$ cat src/rtl/multbooth.sv
// Radix-2 Booth signed multiplier, one iteration per clock.
// Product leaves on outbus as two beats: high half, then low half.
module multbooth #(
    parameter int N = 8
) (
    input  logic         clk,
    input  logic         reset,
    input  logic         start,
    input  logic [N-1:0] M,
    input  logic [N-1:0] Q,
    output logic         busy,
    output logic         done,
    output logic [N-1:0] outbus
);

    localparam int CW = $clog2(N + 1);

    localparam logic [1:0] IDLE   = 2'd0;
    localparam logic [1:0] CALC   = 2'd1;
    localparam logic [1:0] OUT_HI = 2'd2;
    localparam logic [1:0] OUT_LO = 2'd3;

    logic [1:0]    state_q, state_d;
    logic [N:0]    a_q, a_d;
    logic [N-1:0]  qr_q, qr_d;
    logic          q1_q, q1_d;
    logic [CW-1:0] cnt_q, cnt_d;
    logic [N-1:0]  m_q, m_d;
    logic [N-1:0]  out_q, out_d;

    logic [N:0] m_ext;
    logic [N:0] sum;

    assign m_ext = {m_q[N-1], m_q};

    always_comb begin
        unique case ({qr_q[0], q1_q})
            2'b10:   sum = a_q - m_ext;
            2'b01:   sum = a_q + m_ext;
            default: sum = a_q;
        endcase
    end

    always_comb begin
        state_d = state_q;
        a_d     = a_q;
        qr_d    = qr_q;
        q1_d    = q1_q;
        cnt_d   = cnt_q;
        m_d     = m_q;
        out_d   = out_q;
        unique case (state_q)
            IDLE: begin
                if (start) begin
                    m_d     = M;
                    a_d     = '0;
                    qr_d    = Q;
                    q1_d    = 1'b0;
                    cnt_d   = '0;
                    state_d = CALC;
                end
            end
            CALC: begin
                // Add/subtract step folded into the arithmetic shift.
                a_d   = {sum[N], sum[N:1]};
                qr_d  = {sum[0], qr_q[N-1:1]};
                q1_d  = qr_q[0];
                cnt_d = cnt_q + 1'b1;
                if (cnt_q == CW'(N - 1)) begin
                    out_d   = sum[N:1];
                    state_d = OUT_HI;
                end
            end
            OUT_HI: begin
                out_d   = qr_q;
                state_d = OUT_LO;
            end
            OUT_LO: begin
                state_d = IDLE;
            end
            default: state_d = IDLE;
        endcase
    end

    always_ff @(posedge clk) begin
        if (reset) begin
            state_q <= IDLE;
            a_q     <= '0;
            qr_q    <= '0;
            q1_q    <= 1'b0;
            cnt_q   <= '0;
            m_q     <= '0;
            out_q   <= '0;
        end else begin
            state_q <= state_d;
            a_q     <= a_d;
            qr_q    <= qr_d;
            q1_q    <= q1_d;
            cnt_q   <= cnt_d;
            m_q     <= m_d;
            out_q   <= out_d;
        end
    end

    assign busy   = (state_q != IDLE);
    assign done   = (state_q == OUT_LO);
    assign outbus = out_q;

endmodule
$ cat config.mk
export PLATFORM = sky130hd
export DESIGN_NAME = multbooth
export DESIGN_NICKNAME = d
export VERILOG_FILES = /design/src/rtl/multbooth.sv
export SDC_FILE = /design/constraint.sdc
export NUM_CORES = 1
export LEC_CHECK = 0
export ABC_AREA = 1
export CELL_PAD_IN_SITES_DETAIL_PLACEMENT = 1
export CELL_PAD_IN_SITES_GLOBAL_PLACEMENT = 1
export CORE_MARGIN = 2
export CORE_UTILIZATION = 40
export CTS_CLUSTER_SIZE = 20
export DETAILED_ROUTE_END_ITERATION = 16
export DONT_BUFFER_PORTS = 1
export GPL_TIMING_DRIVEN = 0
export PLACE_DENSITY_LB_ADDON = 0.1
export SLEW_MARGIN = 0
export SYNTH_ARGS = -nofsm -noshare
export SYNTH_HDL_FRONTEND = slang
export SYNTH_SLANG_ARGS = --single-unit
$ cat constraint.sdc
create_clock -name clk -period 6.5 [get_ports clk]
set_input_delay 0.65 -clock clk [delete_from_list [all_inputs] [get_ports clk]]
set_output_delay 0.65 -clock clk [all_outputs]
set_load 0.1 [all_outputs]
**After elaboration in Yosys (flattened, before gate mapping)**

Index checks and enable logic that the tools add are counted.

- Add/sub/neg operators: 3
- Equality and inequality tests: 8
- Mux-type cells: 14
- Reductions and logical operators: 8

Operator list:

| operator | number |
|---|---|
| $pmux 9 s2 | 2 |
| $pmux 8 s2 | 2 |
| $mux 8 | 2 |
| $add 9x9->9 | 1 |
| $mux 9 | 1 |
| $sub 9x9->9 | 1 |
| $pmux 2 s4 | 1 |
| $pmux 4 s2 | 1 |
| $reduce_and 2->1 | 4 |
| $eq 2x2->1 const B | 3 |
| $reduce_bool 2->1 | 3 |
| $add 4x1->4 const B | 1 |
| $eq 2x1->1 const B | 2 |
| $eq 4x3->1 const B | 1 |
| $mux 2 | 2 |
| $mux 4 | 1 |
| $ne 2x2->1 const B | 2 |
| $logic_not 2->1 | 1 |
| $pmux 1 s2 | 1 |
| $mux 1 | 1 |

- Register bits after elaboration: 40
- Bits of input ports: 19

**Depth between registers and ports, before layout**

Gate-level depths: netlist (run 1).

- Word-level depth: 4
- Gate-level depth with buffers: 17
- Gate-level depth less buffers: 17

**Least setup slack after synthesis (run 1)**

OpenSTA, ideal clock, no wires.

- Kind: reg-to-reg
- Start point: reg qr_q[0]
- End point: reg out_q[7] (netlist: outbus[7])
- Library setup time: 0.135 ns
- Arrival: 2.031 ns
- Data required time: 6.365 ns
- Setup slack: 4.334 ns
- Cell stages (with the launch flop): 18
- Path through: dfxtp_1 inv_1 ha_1 inv_1 o21ai_0 xor2_1 ha_1 nand2_1 nand2_1 nand2_1 and2_4 nand2_2 nand2_2 nand3_2 nand2_2 nand3_1 nand2_1 a21oi_2

- Longest elaborated chain between the ends: 4
- Elaborated cells on any way between the ends: 5
- Those cells by class: eq/ne: 2; mux: 3

Ends and longest elaborated chain:

| what | line | source |
|---|---|---|
| from (decl) | 25 | `logic [N-1:0] qr_q, qr_d;` |
| from (signal assigned) | 97 | `qr_q <= qr_d;` |
| $eq 2x1->1 / $eq 2x2->1 (equally long branches) | 37 | `unique case ({qr_q[0], q1_q})` |
| $pmux 9 s2 * | 37 |  |
| $mux 8 * | 69 | `if (cnt_q == CW'(N - 1)) begin` |
| $pmux 8 s2 * | 52 | `unique case (state_q)` |
| to (signal assigned) | 101 | `out_q <= out_d;` |
| to (decl) | 29 | `logic [N-1:0] out_q, out_d;` |

Every way passes the cells marked *; elsewhere a longest branch is shown, timed or not. The select of a mux whose other input is x is not followed.
A chain may end at the register's enable or synchronous reset.

**Worst setup path in the final report (run 1)**

- Start point: reg m_q[0]
- End point: reg out_q[7] (netlist: outbus[7])

- Longest elaborated chain between the ends: 4
- Elaborated cells on any way between the ends: 5
- Those cells by class: add/sub: 2; mux: 3

Ends and longest elaborated chain:

| what | line | source |
|---|---|---|
| from (decl) | 28 | `logic [N-1:0] m_q, m_d;` |
| from (signal assigned) | 100 | `m_q <= m_d;` |
| $add 9x9->9 / $sub 9x9->9 (equally long branches) | 39, 38 |  |
| $pmux 9 s2 * | 37 |  |
| $mux 8 * | 69 |  |
| $pmux 8 s2 * | 52 |  |

Marked as above.

==> results of run 1 <==
-- layer usage --
metal	up-vias	wire length [um]	global-route usage (%)
met1	1010	3010	27.1
met2	20	2840	35.5
li1	1103	-	-
met3	4	135	3.71
met4	0	48	5.08
met5	-	0	0
-- sequential cells by signal (all words and copies together) (netlist names) --
register,cells
cnt_q,4
qr_q,8
outbus,8
state_q,2
a_q,8
m_q,8
q1_q,1
-- path summary, 6_finish.rpt --
| kind | start | to |
|---|---|---|
| max reg2reg | m_q[0] | outbus[7] |
| min reg2reg | q1_q | q1_q |
| max | m_q[0] | outbus[7] |
| min | q1_q | q1_q |
-- cell type report --
cell class                 instances  area (um^2)  share of cell area [%]
tap                               72         90.1                    3.53
multi-input combinational        246         1380                    53.9
buffer                            14         81.3                    3.19
clock inverter                     2         35.0                    1.37
inverter                          28          105                    4.12
clock buffer                       6         82.6                    3.24
sequential                        39          781                    30.6
-- stage by stage --
stage	hold slack [ns]	total power [W]
after floorplan	0.448	0.000970
after global placement	0.460	0.00110
after detailed placement	0.478	0.00112
after CTS	0.490	0.00134
after global routing	0.505	0.00144
final	0.486	0.00133
-- cells in the final DEF (no fill, tap or decap), types with 3 or more instances in the layout --
| master | count |
|---|---|
| nand4_1 | 6 |
| nor3_1 | 3 |
| nand3_1 | 9 |
| nor2_1 | 21 |
| inv_1 | 24 |
| nand2_2 | 6 |
| ha_1 | 15 |
| buf_2 | 5 |
| inv_2 | 4 |
| a21oi_1 | 30 |
| clkbuf_8 | 6 |
| o21ai_1 | 5 |
| xor2_1 | 7 |
| a21oi_2 | 5 |
| o21ai_0 | 24 |
| dfxtp_1 | 39 |
| nor2_2 | 3 |
| a31oi_1 | 9 |
| clkbuf_1 | 5 |
| nand2_1 | 85 |
-- where the power goes --
group	leakage (nW)	switching, W	internal (W)
combinational	0.727	0.000430	0.000215
sequential	0.319	0.000167	0.000302
clock	0.0612	0.0000877	0.000124
-- cell families after synthesis --
family / count (synthesis) / synth area share, %
xor+xnor: 7 / 2.62
flops: 39 / 33.3
buf+inv: 42 / 7.96
simple gates: 142 / 26.8
compound gates: 81 / 20.5
fa+ha+maj: 16 / 8.87
-- worst min-delay path, stage by stage (launching register included) --
cell	delay (ns)
dfxtp_1	0.32
nand2_1	0.06
a21oi_1	0.06
==> results.sh, run 1 <==
export IMPL_status="finished clean"
export IMPL_cts_tree="yes"
export IMPL_fin_area_um2=2550
export IMPL_port_buffers=0
export IMPL_synth_enable_flop_cells=0
export IMPL_grt_max_degree=13
export IMPL_relSlewSlack_pct=33.8
export IMPL_area_growth_pct=8.87
export IMPL_worstHoldPathCells=2
export IMPL_clk_latency_ns=0.29
export IMPL_period_needed_ns=2.60
export IMPL_die_area_um2=6480
export IMPL_die_w_um=80.5
export IMPL_ys_top_cells_by_count="nand2_1 (85), dfxtp_1 (39), a21oi_1 (30)"
export IMPL_yosysMostFrequentCell="nand2_1"
export IMPL_arrival_ns=2.77
export IMPL_path_cells="inv_1 > ha_1 > nand2_1 > o31ai_1 > xor2_1 > ha_1 > nand2_2 > inv_1 > nand2_1 > and2_4 > nand2_2 > nand2_2 > nand3_2 > nand2_2 > nand3_1 > nand2_1 > a21oi_2"
export IMPL_grt_ovfl_total=0
export IMPL_globalRouteTotalUtil_pct=20.8
export IMPL_clk_path_buf_depth=2
export IMPL_rsz0062_at_grt="no"
export IMPL_irDropWorstVdd_uv=265
export IMPL_crit_family="simple AND/OR/NAND/NOR gates"
export IMPL_routabilityCongestion=0.790
export IMPL_fin_skew_ns=0.00957
export IMPL_crit_slowest_cell="dfxtp_1"
export IMPL_antenna_found_initial=0
export IMPL_synth_ff_type="dfxtp_1"
export IMPL_hold_class="register to register"
export IMPL_antennaDiodeCount=0
export IMPL_hold_viol=0
export IMPL_drt_iter0_drc=59
export IMPL_reg2reg_depth=17
export IMPL_setup_ws_ns=3.90
export IMPL_worstPathRequired_ns=6.66
export IMPL_drive_gt1_share_pct=12.5
export IMPL_startpoint_type="register"
export IMPL_ant_nets=0
export IMPL_clkSinkCount=39
export IMPL_crit_cells=17
export IMPL_cts_hold_fix_buffers=0
export IMPL_tightestPinTransition_ns=0.991
export IMPL_power_density_nw_per_um2=520
export IMPL_critPathBufInv=2
export IMPL_drtPass1Iterations=4
export IMPL_final_cells=407
export IMPL_cp_end_kind="register"
export IMPL_root_buffer="clkbuf_8"
export IMPL_worstSetupPathType="register to register"
export IMPL_core_um2=5570
export IMPL_ys_ff_latch=39
export IMPL_initial_utilization_pct=42.0
export IMPL_synth_nets=362
export IMPL_synth_cell_types=35
export IMPL_yosys_area_top_type="dfxtp_1"
export IMPL_setup_tns_ns=0
export IMPL_num_io_pins=29
export IMPL_wire_per_inst_um=14.8
export IMPL_yosysWarnings=0
export IMPL_cts_resized=0
export IMPL_clk_pin_slew_ns=0.08
export IMPL_synth_top_area_share_pct=33.3
export IMPL_placed_area_um2=2430
export IMPL_finish_utilization_pct=45.7
export IMPL_drc=0
export IMPL_timing_final_max_slew_violations=0
export IMPL_crit_path_max_incr_delay_ns=0.35
export IMPL_setup_viol=0
export IMPL_cp_max_fo=6
export IMPL_cts_htree_levels=2
export IMPL_dp_slack_ns=3.90
export IMPL_cpMostUsedCell="nand2_2"
export IMPL_vias=2137
export IMPL_dpl_cell_count=399
export IMPL_r2r_setup_slack_ns=3.90
export IMPL_via_per_inst=5.25
export IMPL_synthTopCellsByArea="dfxtp_1 (33%), nand2_1 (14%), ha_1 (8.0%), a21oi_1 (6.4%), o21ai_0 (5.1%)"
export IMPL_drt_total_wl_um=6030
export IMPL_cts_made_buffers=5
export IMPL_yosysSeqAreaShare_pct=33.3
export IMPL_post_cts_buffers=0
export IMPL_syn_area_um2=2340
export IMPL_die_h_um=80.5
export IMPL_fmax_mhz=384
export IMPL_syn_avg_cell_area_um2=7.16
export IMPL_grt_pass1_vias=2213
export IMPL_nFillCells=737
export IMPL_nNetsFinal=369
export IMPL_dp_final_hpwl_um=4780
export IMPL_period_share_pct=40.1
export IMPL_async_flop_share_pct=0
export IMPL_grt_pass1_wl_um=10500
export IMPL_p_leak_nw=1.11
export IMPL_drv_cap=0
export IMPL_netlist_instances=327
export IMPL_row_count=27
Power figures use the tool's default switching activity.
==> run 2: changes to the inputs <==
==> constraint.sdc (replaced) <==
create_clock -name clk -period 2.3 [get_ports clk]
set_input_delay 0.23 -clock clk [delete_from_list [all_inputs] [get_ports clk]]
set_output_delay 0.23 -clock clk [all_outputs]
set_load 0.1 [all_outputs]
==> results.sh, run 2 (synthesis results as in run 1) <==
export IMPL_via_per_inst=5.33
export IMPL_grt_pass1_wl_um=11200
export IMPL_timing_rr_start="m_q[1]"
export IMPL_hold_viol=0
export IMPL_reg2reg_depth=17
export IMPL_power_density_nw_per_um2=1520
export IMPL_dp_final_hpwl_um=4780
export IMPL_worstPathRequired_ns=2.46
export IMPL_die_w_um=80.5
export IMPL_die_area_um2=6480
export IMPL_tightestPinTransition_ns=0.980
export IMPL_ant_nets=0
export IMPL_crit_end="outbus[7]"
export IMPL_irDropWorstVdd_uv=734
export IMPL_wire_per_inst_um=16.1
export IMPL_cts_htree_levels=2
export IMPL_cts_hold_fix_buffers=0
export IMPL_final_cell_mix="nand2_1 (76), dfxtp_1 (34), a21oi_1 (27)"
export IMPL_clk_path_buf_depth=2
export IMPL_p_sw_w=0.00221
export IMPL_arrival_ns=2.47
export IMPL_p_leak_nw=1.21
export IMPL_status="complete, but fails checks"
export IMPL_globalRouteTotalUtil_pct=22.4
export IMPL_nNetsFinal=385
export IMPL_p_sw_share_pct=50.2
export IMPL_hold_class="input port to register"
export IMPL_drt_iter0_drc=46
export IMPL_fin_skew_ns=0.00688
export IMPL_startpoint_type="register"
export IMPL_period_needed_ns=2.31
export IMPL_drc=0
export IMPL_cts_tree="yes"
export IMPL_period_share_pct=100
export IMPL_antennaDiodeCount=0
export IMPL_root_buffer="clkbuf_8"
export IMPL_r2r_setup_slack_ns=-0.009
export IMPL_drv_cap=0
export IMPL_grt_max_degree=13
export IMPL_cp_max_fo=3
export IMPL_port_buffers=0
export IMPL_p_int_w=0.00219
export IMPL_vias=2254
export IMPL_worstSetupPathType="register to register"
export IMPL_setup_ws_ns=-0.00883
export IMPL_num_io_pins=29
export IMPL_timing_final_max_slew_violations=0
export IMPL_row_count=27
export IMPL_die_h_um=80.5
export IMPL_clkSinkCount=39
export IMPL_cts_made_buffers=5
export IMPL_pwr_share_seq_pct=30.9
export IMPL_relSlewSlack_pct=34.6
export IMPL_drt_total_wl_um=6800
export IMPL_routabilityCongestion=0.790
export IMPL_drive_gt1_share_pct=28.8
export IMPL_violations="negative setup slack"
export IMPL_area_growth_pct=24.1
export IMPL_core_um2=5570
export IMPL_grt_pass1_vias=2323
export IMPL_clk_latency_ns=0.30
export IMPL_cp_end_kind="register"
export IMPL_grt_ovfl_total=0
export IMPL_placed_area_um2=2430
export IMPL_fmax_mhz=433
export IMPL_clkPwrFrac_pct=13.7
export IMPL_comb_power_share_pct=55.5
export IMPL_clk_pin_slew_ns=0.08
export IMPL_antenna_found_initial=0
export IMPL_rsz0062_at_grt="yes"
export IMPL_fin_area_um2=2910
export IMPL_setup_viol=1
export IMPL_drtPass1Iterations=4
export IMPL_initial_utilization_pct=42.0
export IMPL_cp_startpoint="m_q[1]"
export IMPL_r2r_end="outbus[7]"
export IMPL_fin_hold_ws_ns=0.0901
export IMPL_layout_commonest_cell="nand2_1"
export IMPL_dp_slack_ns=-0.298
[run 2: cell types whose count changed in the layout (fill, tap and decap cells not counted), sizes merged]
cell      previous run  this run
clkinvlp             0         1
buf                  9        25
inv                 28        27
[run 2: worst min path at each step]
stage | startpoint | end | slack (ns) | depth (start not counted)
floorplan | Q[0] | qr_q[0] | 0.39 | 2
global placement | Q[0] | qr_q[0] | 0.40 | 2
detailed placement | Q[1] | qr_q[1] | 0.41 | 2
CTS | Q[4] | qr_q[4] | 0.09 | 2
global route | Q[2] | qr_q[2] | 0.08 | 2
finish | Q[2] | qr_q[2] | 0.09 | 2
[run 2: per-layer routing]
metal	global-route usage, %	wire length [um]	vias up
li1	-	-	1135
met1	28.1	3090	1083
met2	39.2	3470	30
met3	4.49	180	6
met4	5.08	57	0
met5	0	0	-
[run 2: through the flow]
step,instances,utilization (%),total power (W),setup TNS [ns]
after floorplan,327,-,0.00274,0
after global placement,399,43.6,0.00311,-1.19
final,423,52.1,0.00441,-0.00883
after detailed placement,399,43.6,0.00317,-1.65
after global routing,423,52.1,0.00475,-0.707
after CTS,418,49.2,0.00411,-0.142
[run 2: repair_timing]
item	CTS	global route
buffers inserted	11	5
pin swaps	11	21
resized for setup	28	33
setup endpoints to repair	10	16
[run 2: area by class of cell]
class	count	area, um^2
Fill cell	709	2670
Clock buffer	6	82.6
Timing Repair Buffer	16	124
Multi-Input combinational cell	246	1590
Tap cell	72	90.1
Clock inverter	2	35.0
Inverter	28	111
Buffer	14	81.3
Sequential cell	39	792
[run 2: power groups by stage]
stage	Sequential (W)	Combinational, W	Clock, W
after CTS	0.00134	0.00217	0.000607
after global routing	0.00139	0.00271	0.000652
after detailed placement	0.00134	0.00184	0
after global placement	0.00134	0.00177	0
final	0.00136	0.00245	0.000603
after floorplan	0.00129	0.00145	0
[run 2: worst max-delay path: stages, from the launching register on]
cell	delay (ns)
dfxtp_4	0.36
nor3_4	0.21
nand2_2	0.09
nor2_1	0.10
a31oi_1	0.09
xor2_1	0.16
ha_1	0.34
nand2_2	0.10
inv_2	0.04
nand2_2	0.05
and2_4	0.15
nand2_2	0.05
nand2_2	0.07
nand3_2	0.07
nand2_2	0.09
nand3_2	0.08
nand2_2	0.07
a21oi_2	0.05
